**src/rtl/stream_debug_pkg.sv**
```systemverilog
// Shared definitions for the debug stream capture/playback pair.
// Byte ordering within a word is defined here so both ends agree.
package stream_debug_pkg;

  typedef enum logic [1:0] {
    ST_LOAD = 2'd0,
    ST_FULL = 2'd1,
    ST_PLAY = 2'd2
  } player_state_e;

  function automatic int BYTES_PER_WORD(input int width);
    return width / 8;
  endfunction

endpackage

```
**src/rtl/stream_player_ram.sv**
```systemverilog
// Simple dual-port sample memory: one write port, one registered read port.
// The read register holds its value whenever re_i is low.
module stream_player_ram #(
  parameter int DAT_WIDTH = 72,
  parameter int ADDR_BITS = 4
) (
  input  logic                 clk,
  input  logic                 we_i,
  input  logic [ADDR_BITS-1:0] waddr_i,
  input  logic [DAT_WIDTH-1:0] wdata_i,
  input  logic                 re_i,
  input  logic [ADDR_BITS-1:0] raddr_i,
  output logic [DAT_WIDTH-1:0] rdata_o
);

  logic [DAT_WIDTH-1:0] mem_q [2**ADDR_BITS];
  logic [DAT_WIDTH-1:0] rdata_q;

  always_ff @(posedge clk) begin
    if (we_i) mem_q[waddr_i] <= wdata_i;
    if (re_i) rdata_q <= mem_q[raddr_i];
  end

  assign rdata_o = rdata_q;

endmodule

```
**src/rtl/stream_player.sv**
```systemverilog
// Loads a sample memory byte-by-byte from the debug link, then replays it
// as full-width words on a valid/ready stream.
module stream_player
  import stream_debug_pkg::*;
#(
  parameter int DAT_WIDTH = 72,
  parameter int ADDR_BITS = 4
) (
  input  logic                 clk,
  input  logic                 arst,
  input  logic [7:0]           byte_in,
  input  logic                 byte_in_valid,
  output logic                 byte_in_ready,
  input  logic                 start_playback,
  output logic                 loaded,
  output logic                 playing,
  output logic [DAT_WIDTH-1:0] data_out,
  output logic                 data_out_valid,
  input  logic                 data_out_ready
);

  localparam int BYTES = BYTES_PER_WORD(DAT_WIDTH);
  localparam int CNT_W = (BYTES > 1) ? $clog2(BYTES) : 1;
  localparam logic [ADDR_BITS-1:0] LAST_ADDR = ADDR_BITS'((2**ADDR_BITS) - 1);
  localparam logic [CNT_W-1:0]     LAST_BYTE = CNT_W'(BYTES - 1);

  player_state_e          state_q, state_d;
  logic [CNT_W-1:0]       cnt_q, cnt_d;
  logic [DAT_WIDTH-1:0]   asm_q, asm_d;
  logic [ADDR_BITS-1:0]   wr_addr_q, wr_addr_d;
  logic [ADDR_BITS-1:0]   rd_addr_q, rd_addr_d;
  logic [ADDR_BITS-1:0]   out_idx_q, out_idx_d;
  logic                   rd_done_q, rd_done_d;
  logic                   ram_vld_q, ram_vld_d;
  logic                   out_vld_q, out_vld_d;
  logic [DAT_WIDTH-1:0]   out_q, out_d;

  logic                   byte_acc, word_done, ram_re, ram_move, out_hs;
  logic [DAT_WIDTH+7:0]   asm_cat;
  logic [DAT_WIDTH-1:0]   asm_next, ram_rdata;

  // New byte enters at the top and shifts down, so the first byte of a word
  // ends up in bits [7:0] once all BYTES have arrived.
  assign asm_cat  = {byte_in, asm_q};
  assign asm_next = asm_cat[DAT_WIDTH+7:8];

  assign byte_acc  = byte_in_valid && (state_q == ST_LOAD);
  assign word_done = byte_acc && (cnt_q == LAST_BYTE);
  assign out_hs    = out_vld_q && data_out_ready;
  assign ram_move  = ram_vld_q && (!out_vld_q || out_hs);
  assign ram_re    = (state_q == ST_PLAY) && !rd_done_q && (!ram_vld_q || ram_move);

  always_comb begin
    state_d   = state_q;
    cnt_d     = cnt_q;
    asm_d     = asm_q;
    wr_addr_d = wr_addr_q;
    rd_addr_d = rd_addr_q;
    out_idx_d = out_idx_q;
    rd_done_d = rd_done_q;
    ram_vld_d = ram_vld_q;
    out_vld_d = out_vld_q;
    out_d     = out_q;
    unique case (state_q)
      ST_LOAD: begin
        if (byte_acc) begin
          asm_d = asm_next;
          cnt_d = cnt_q + CNT_W'(1);
        end
        if (word_done) begin
          cnt_d = '0;
          if (wr_addr_q == LAST_ADDR) begin
            state_d   = ST_FULL;
            wr_addr_d = '0;
          end else begin
            wr_addr_d = wr_addr_q + ADDR_BITS'(1);
          end
        end
      end
      ST_FULL: begin
        if (start_playback) begin
          state_d   = ST_PLAY;
          rd_addr_d = '0;
          rd_done_d = 1'b0;
          out_idx_d = '0;
        end
      end
      ST_PLAY: begin
        if (ram_re) begin
          if (rd_addr_q == LAST_ADDR) rd_done_d = 1'b1;
          else                        rd_addr_d = rd_addr_q + ADDR_BITS'(1);
        end
        if (ram_re)        ram_vld_d = 1'b1;
        else if (ram_move) ram_vld_d = 1'b0;
        if (ram_move) begin
          out_d     = ram_rdata;
          out_vld_d = 1'b1;
        end else if (out_hs) begin
          out_vld_d = 1'b0;
        end
        if (out_hs) begin
          if (out_idx_q == LAST_ADDR) begin
            state_d   = ST_LOAD;
            rd_addr_d = '0;
            wr_addr_d = '0;
            cnt_d     = '0;
            rd_done_d = 1'b0;
            ram_vld_d = 1'b0;
            out_vld_d = 1'b0;
            out_idx_d = '0;
          end else begin
            out_idx_d = out_idx_q + ADDR_BITS'(1);
          end
        end
      end
      default: state_d = ST_LOAD;
    endcase
  end

  always_ff @(posedge clk) begin
    if (arst) begin
      state_q   <= ST_LOAD;
      cnt_q     <= '0;
      asm_q     <= '0;
      wr_addr_q <= '0;
      rd_addr_q <= '0;
      out_idx_q <= '0;
      rd_done_q <= 1'b0;
      ram_vld_q <= 1'b0;
      out_vld_q <= 1'b0;
      out_q     <= '0;
    end else begin
      state_q   <= state_d;
      cnt_q     <= cnt_d;
      asm_q     <= asm_d;
      wr_addr_q <= wr_addr_d;
      rd_addr_q <= rd_addr_d;
      out_idx_q <= out_idx_d;
      rd_done_q <= rd_done_d;
      ram_vld_q <= ram_vld_d;
      out_vld_q <= out_vld_d;
      out_q     <= out_d;
    end
  end

  stream_player_ram #(
    .DAT_WIDTH(DAT_WIDTH),
    .ADDR_BITS(ADDR_BITS)
  ) u_ram (
    .clk    (clk),
    .we_i   (word_done),
    .waddr_i(wr_addr_q),
    .wdata_i(asm_next),
    .re_i   (ram_re),
    .raddr_i(rd_addr_q),
    .rdata_o(ram_rdata)
  );

  assign byte_in_ready  = (state_q == ST_LOAD);
  assign loaded         = (state_q == ST_FULL);
  assign playing        = (state_q == ST_PLAY);
  assign data_out       = out_q;
  assign data_out_valid = out_vld_q;

endmodule

```
**config.mk**
```make
export PLATFORM = sky130hd
export DESIGN_NAME = stream_player
export DESIGN_NICKNAME = d
export VERILOG_FILES = /design/src/rtl/stream_debug_pkg.sv /design/src/rtl/stream_player_ram.sv /design/src/rtl/stream_player.sv
export SDC_FILE = /design/constraint.sdc
export NUM_CORES = 1
export LEC_CHECK = 0
export BUFFER_PORTS_ARGS = -buffer_cell sky130_fd_sc_hd__buf_2
export CAP_MARGIN = 30
export CORE_ASPECT_RATIO = 0.6
export CORE_MARGIN = 2
export CORE_UTILIZATION = 49
export DETAILED_ROUTE_END_ITERATION = 10
export GPL_ROUTABILITY_DRIVEN = 0
export GPL_TIMING_DRIVEN = 0
export PLACE_DENSITY_LB_ADDON = 0.12
export SLEW_MARGIN = 20
export SYNTH_ARGS = -nofsm -noshare
export SYNTH_HDL_FRONTEND = slang
export SYNTH_SLANG_ARGS = --single-unit
```
**constraint.sdc**
```tcl
create_clock -name clk -period 18.65 [get_ports clk]
set_input_delay 3.73 -clock clk [delete_from_list [all_inputs] [get_ports clk]]
set_output_delay 3.73 -clock clk [all_outputs]
set_load 0.005 [all_outputs]
```
==> impl_metrics.ini <==
[status]
status = finished, final reports clean

[pwr]
switching_share = 0.193
cell_internal_pwr_w = 0.00488
pwr-share-comb = 0.004
p_switching_w = 0.00116
clock_power_share = 0.442
power_density_nw_per_um2 = 102
p_leak_nw = 18.8
peakVddDrop_uv = 112
power_frac_seq = 0.553

[synth]
synth_xor_area_frac = 0.000516
postSynthCellCount = 2577
synthArstFlopShare = 0
synth_flop_cell = edfxtp_1
ys_types = 40
synth_nets = 2598
synth_edf_count = 1224
synth.area.mux_share = 0.128
ys_seq_elements = 1381
netlist_area_sq_um = 51000
synthAdderAreaFrac = 0.00196
synth_top_cell_by_area = edfxtp_1
yosysTopAreaCellShare = 0.721
syn_avg_cell_area_sq_um = 19.8
synth_compound_area_frac = 0.0383
synthTopCellsByArea = edfxtp_1 (72%), mux4_2 (13%), dfxtp_1 (6.2%)
ys_seq_area_frac = 0.783
synth_simple_gate_area_frac = 0.0337
synth_top_family_by_area = multiplexers
yosys_warnings = 0

[drt]
routed.top_layer = met4
met2_length_um = 56100
wirelength_um = 127000
wl_per_cell_um = 28.7
drt_iter0_markers = 3539
drc = 0
firstDrtPassIters = 6
antenna_left = 0
wl_met3_um = 11300
viasPerCell = 5.96
wl_met1_um = 56800
vias = 26270

[clock_network]
postCtsHoldBufs = 0
cts.clk_slew.worst_paths_ns = 0.06
clock_sinks = 1381
cts_made_buffers = 131
cts_buffer_depth = 3
clock_latency_ns = 0.76
post-cts-setup-buffer-count = 0
cts_root_buf = clkbuf_16
htreeDepth = 4
cts_resized = 0
cts_tree = done

[floorplanning]
ios = 89
die_width_um = 420
core-area_sq_um = 103000
start_util = 0.495
die_h_um = 254
num_rows = 91
dieArea_sq_um = 107000

[global_routing]
grt_pass1_wl_um = 183000
grt.overflow.total = 0
grt_pass1_vias = 25968
grt_max_degree = 50
grt_usage = 0.243
antenna_found_initial = 5

[sta]
slew_viol_final = 0
fin_crit_sh = 0.322
skew_ns = 0.0284
relSlewSlack = 0.336
fmax_mhz = 167
hold_viol_final = 0
final.min_clock_period_ns = 6.00
finalSetupViolations = 0
worst_pin_slew_ns = 0.996
rsz0062_at_grt = false
tns_ns = 0

[placed_design]
hpwl_um = 83000
placed_area_sq_um = 55000
dp_cells = 4168
port_buffers = 87

[setup_path]
setup.worst_path.class = in -> reg
critPathArrivalTime_ns = 6.44
crit_required_ns = 19.09
cp-start-kind = input port
reg2reg_from = state_q[1]
r2r_cells = 9
r2r_slack_ns = 15.27
r2r-end = u_ram.mem_q[1][4]
end_kind = flip-flop
crit_fanout = 10

[finish]
nNetsFinal = 2929
fin_area_sq_um = 59300
area_growth_pct = 16.3
layout-drive-gt1-share = 0.254
stdcell_count = 4407

[hold_path]
holdPathStages = 2
hp-start = data_out[23]
worstHoldPathType = reg -> reg
holdPathEnd = data_out[23]

[flow_run]
max_cap_viol_count = 0
cell usage after synthesis (2+ instances only):
cell	instances
edfxtp_1	1224
nand2_1	361
mux4_2	288
dfxtp_1	157
a22oi_1	147
a21oi_1	146
clkbuf_1	79
buf_2	46
nor2_1	24
buf_6	13
ha_1	8
inv_1	8
a31oi_1	6
buf_1	6
nand2b_1	6
and3_1	5
buf_4	5
nand4_1	5
nor3_1	5
nand3_1	4
o21ai_0	4
nor2b_1	3
or3_1	3
xnor2_1	3
a211oi_1	2
and2_1	2
mux2i_1	2
nand3b_1	2
nor3b_1	2
state kept, by name, indices dropped and copies added, names as in the netlist:
name and flops:
asm_q 64, cnt_q 4, data_out 72, data_out_valid 1, out_idx_q 4, ram_vld_q 1, rd_addr_q 4, rd_done_q 1
state_q 2, u_ram.mem_q 1152, u_ram.rdata_o 72, wr_addr_q 4
cells by family after synthesis:
family | count (synthesis)
DFF | 1381
adders and majority gates | 8
muxes | 290
AOI/OAI and AO/OA | 310
buffers and inverters | 158
and+or+nand+nor | 427
xor gates and xnor gates | 3
metrics by stage:
stage / utilization / hold slack [ns] / setup slack (ns) / total power (W)
floorplan: - / 0.453 / 8.59 / 0.00341
global placement: 0.516 / 0.441 / 1.35 / 0.00343
detailed placement: 0.534 / 0.447 / 11.90 / 0.00343
CTS: 0.576 / 0.455 / 12.70 / 0.00608
global route: 0.576 / 0.476 / 12.52 / 0.00620
finish: 0.576 / 0.451 / 12.65 / 0.00604
power groups by stage:
stage	clock network [W]	logic, W	registers, W
2_1_floorplan	0	0.0000122	0.00340
3_3_place_gp	0	0.0000247	0.00341
3_5_place_dp	0	0.0000264	0.00341
4_1_cts	0.00271	0.0000265	0.00334
5_1_grt	0.00283	0.0000288	0.00334
6_report	0.00267	0.0000266	0.00334
worst max path at each step:
stage / end / startpoint / cells past startpoint
after floorplan: u_ram.mem_q[2][0] / byte_in_valid / 5
after global routing: u_ram.mem_q[1][4] / byte_in_valid / 10
after CTS: u_ram.mem_q[1][4] / byte_in_valid / 10
after global placement: u_ram.mem_q[1][14] / byte_in_valid / 6
after detailed placement: u_ram.mem_q[1][14] / byte_in_valid / 10
final: u_ram.mem_q[1][4] / byte_in_valid / 10
cell usage in the layout (no fill, tap or decap), types with 3 or more instances in the layout:
cell,Yosys,routed
mux4_2,288,288
clkinvlp_4,0,5
buf_12,0,24
buf_8,0,3
nor2_4,0,11
nor2b_1,3,3
inv_6,0,3
inv_1,8,7
a21oi_1,146,146
clkinv_1,0,8
nand2_1,361,361
buf_1,6,6
xnor2_1,3,3
edfxtp_1,1224,1224
buf_16,0,27
a22oi_1,147,147
clkbuf_1,79,115
dfxtp_1,157,157
buf_2,46,133
clkinv_2,0,20
buf_6,13,22
nand3_1,4,4
nor3_2,1,5
buf_4,5,53
bufinv_16,0,9
clkbuf_16,0,138
nand2b_1,6,6
nand4_1,5,5
ha_1,8,8
or3_1,3,3
clkbuf_8,0,15
o21ai_0,4,4
nor2_1,24,12
and3_1,5,5
a31oi_1,6,6
area by class of cell:
class | count | area, sq um
Antenna cell | 1 | 2.50
Buffer | 149 | 737
Clock buffer | 190 | 3800
Clock inverter | 46 | 480
Fill cell | 7628 | 43700
Inverter | 9 | 38.8
Multi-Input combinational cell | 1038 | 10400
Sequential cell | 1381 | 39900
Tap cell | 1395 | 1750
Timing Repair Buffer | 198 | 2170
worst max-delay path, stage by stage:
cell     delay (ns)
buf_2          0.08
or3b_1         0.37
nor3_2         0.19
buf_2          0.25
nand2_1        0.26
nor3_2         0.69
buf_6          0.25
buf_4          0.21
buf_4          0.19
buf_4          0.20
layer usage:
metal | track usage | vias up
met1 | 0.381 | 13841
met2 | 0.354 | 1188
met5 | 0 | -
met4 | 0.0676 | 0
li1 | - | 11065
met3 | 0.0427 | 176
Note: power is estimated with default switching activity, not from simulation.
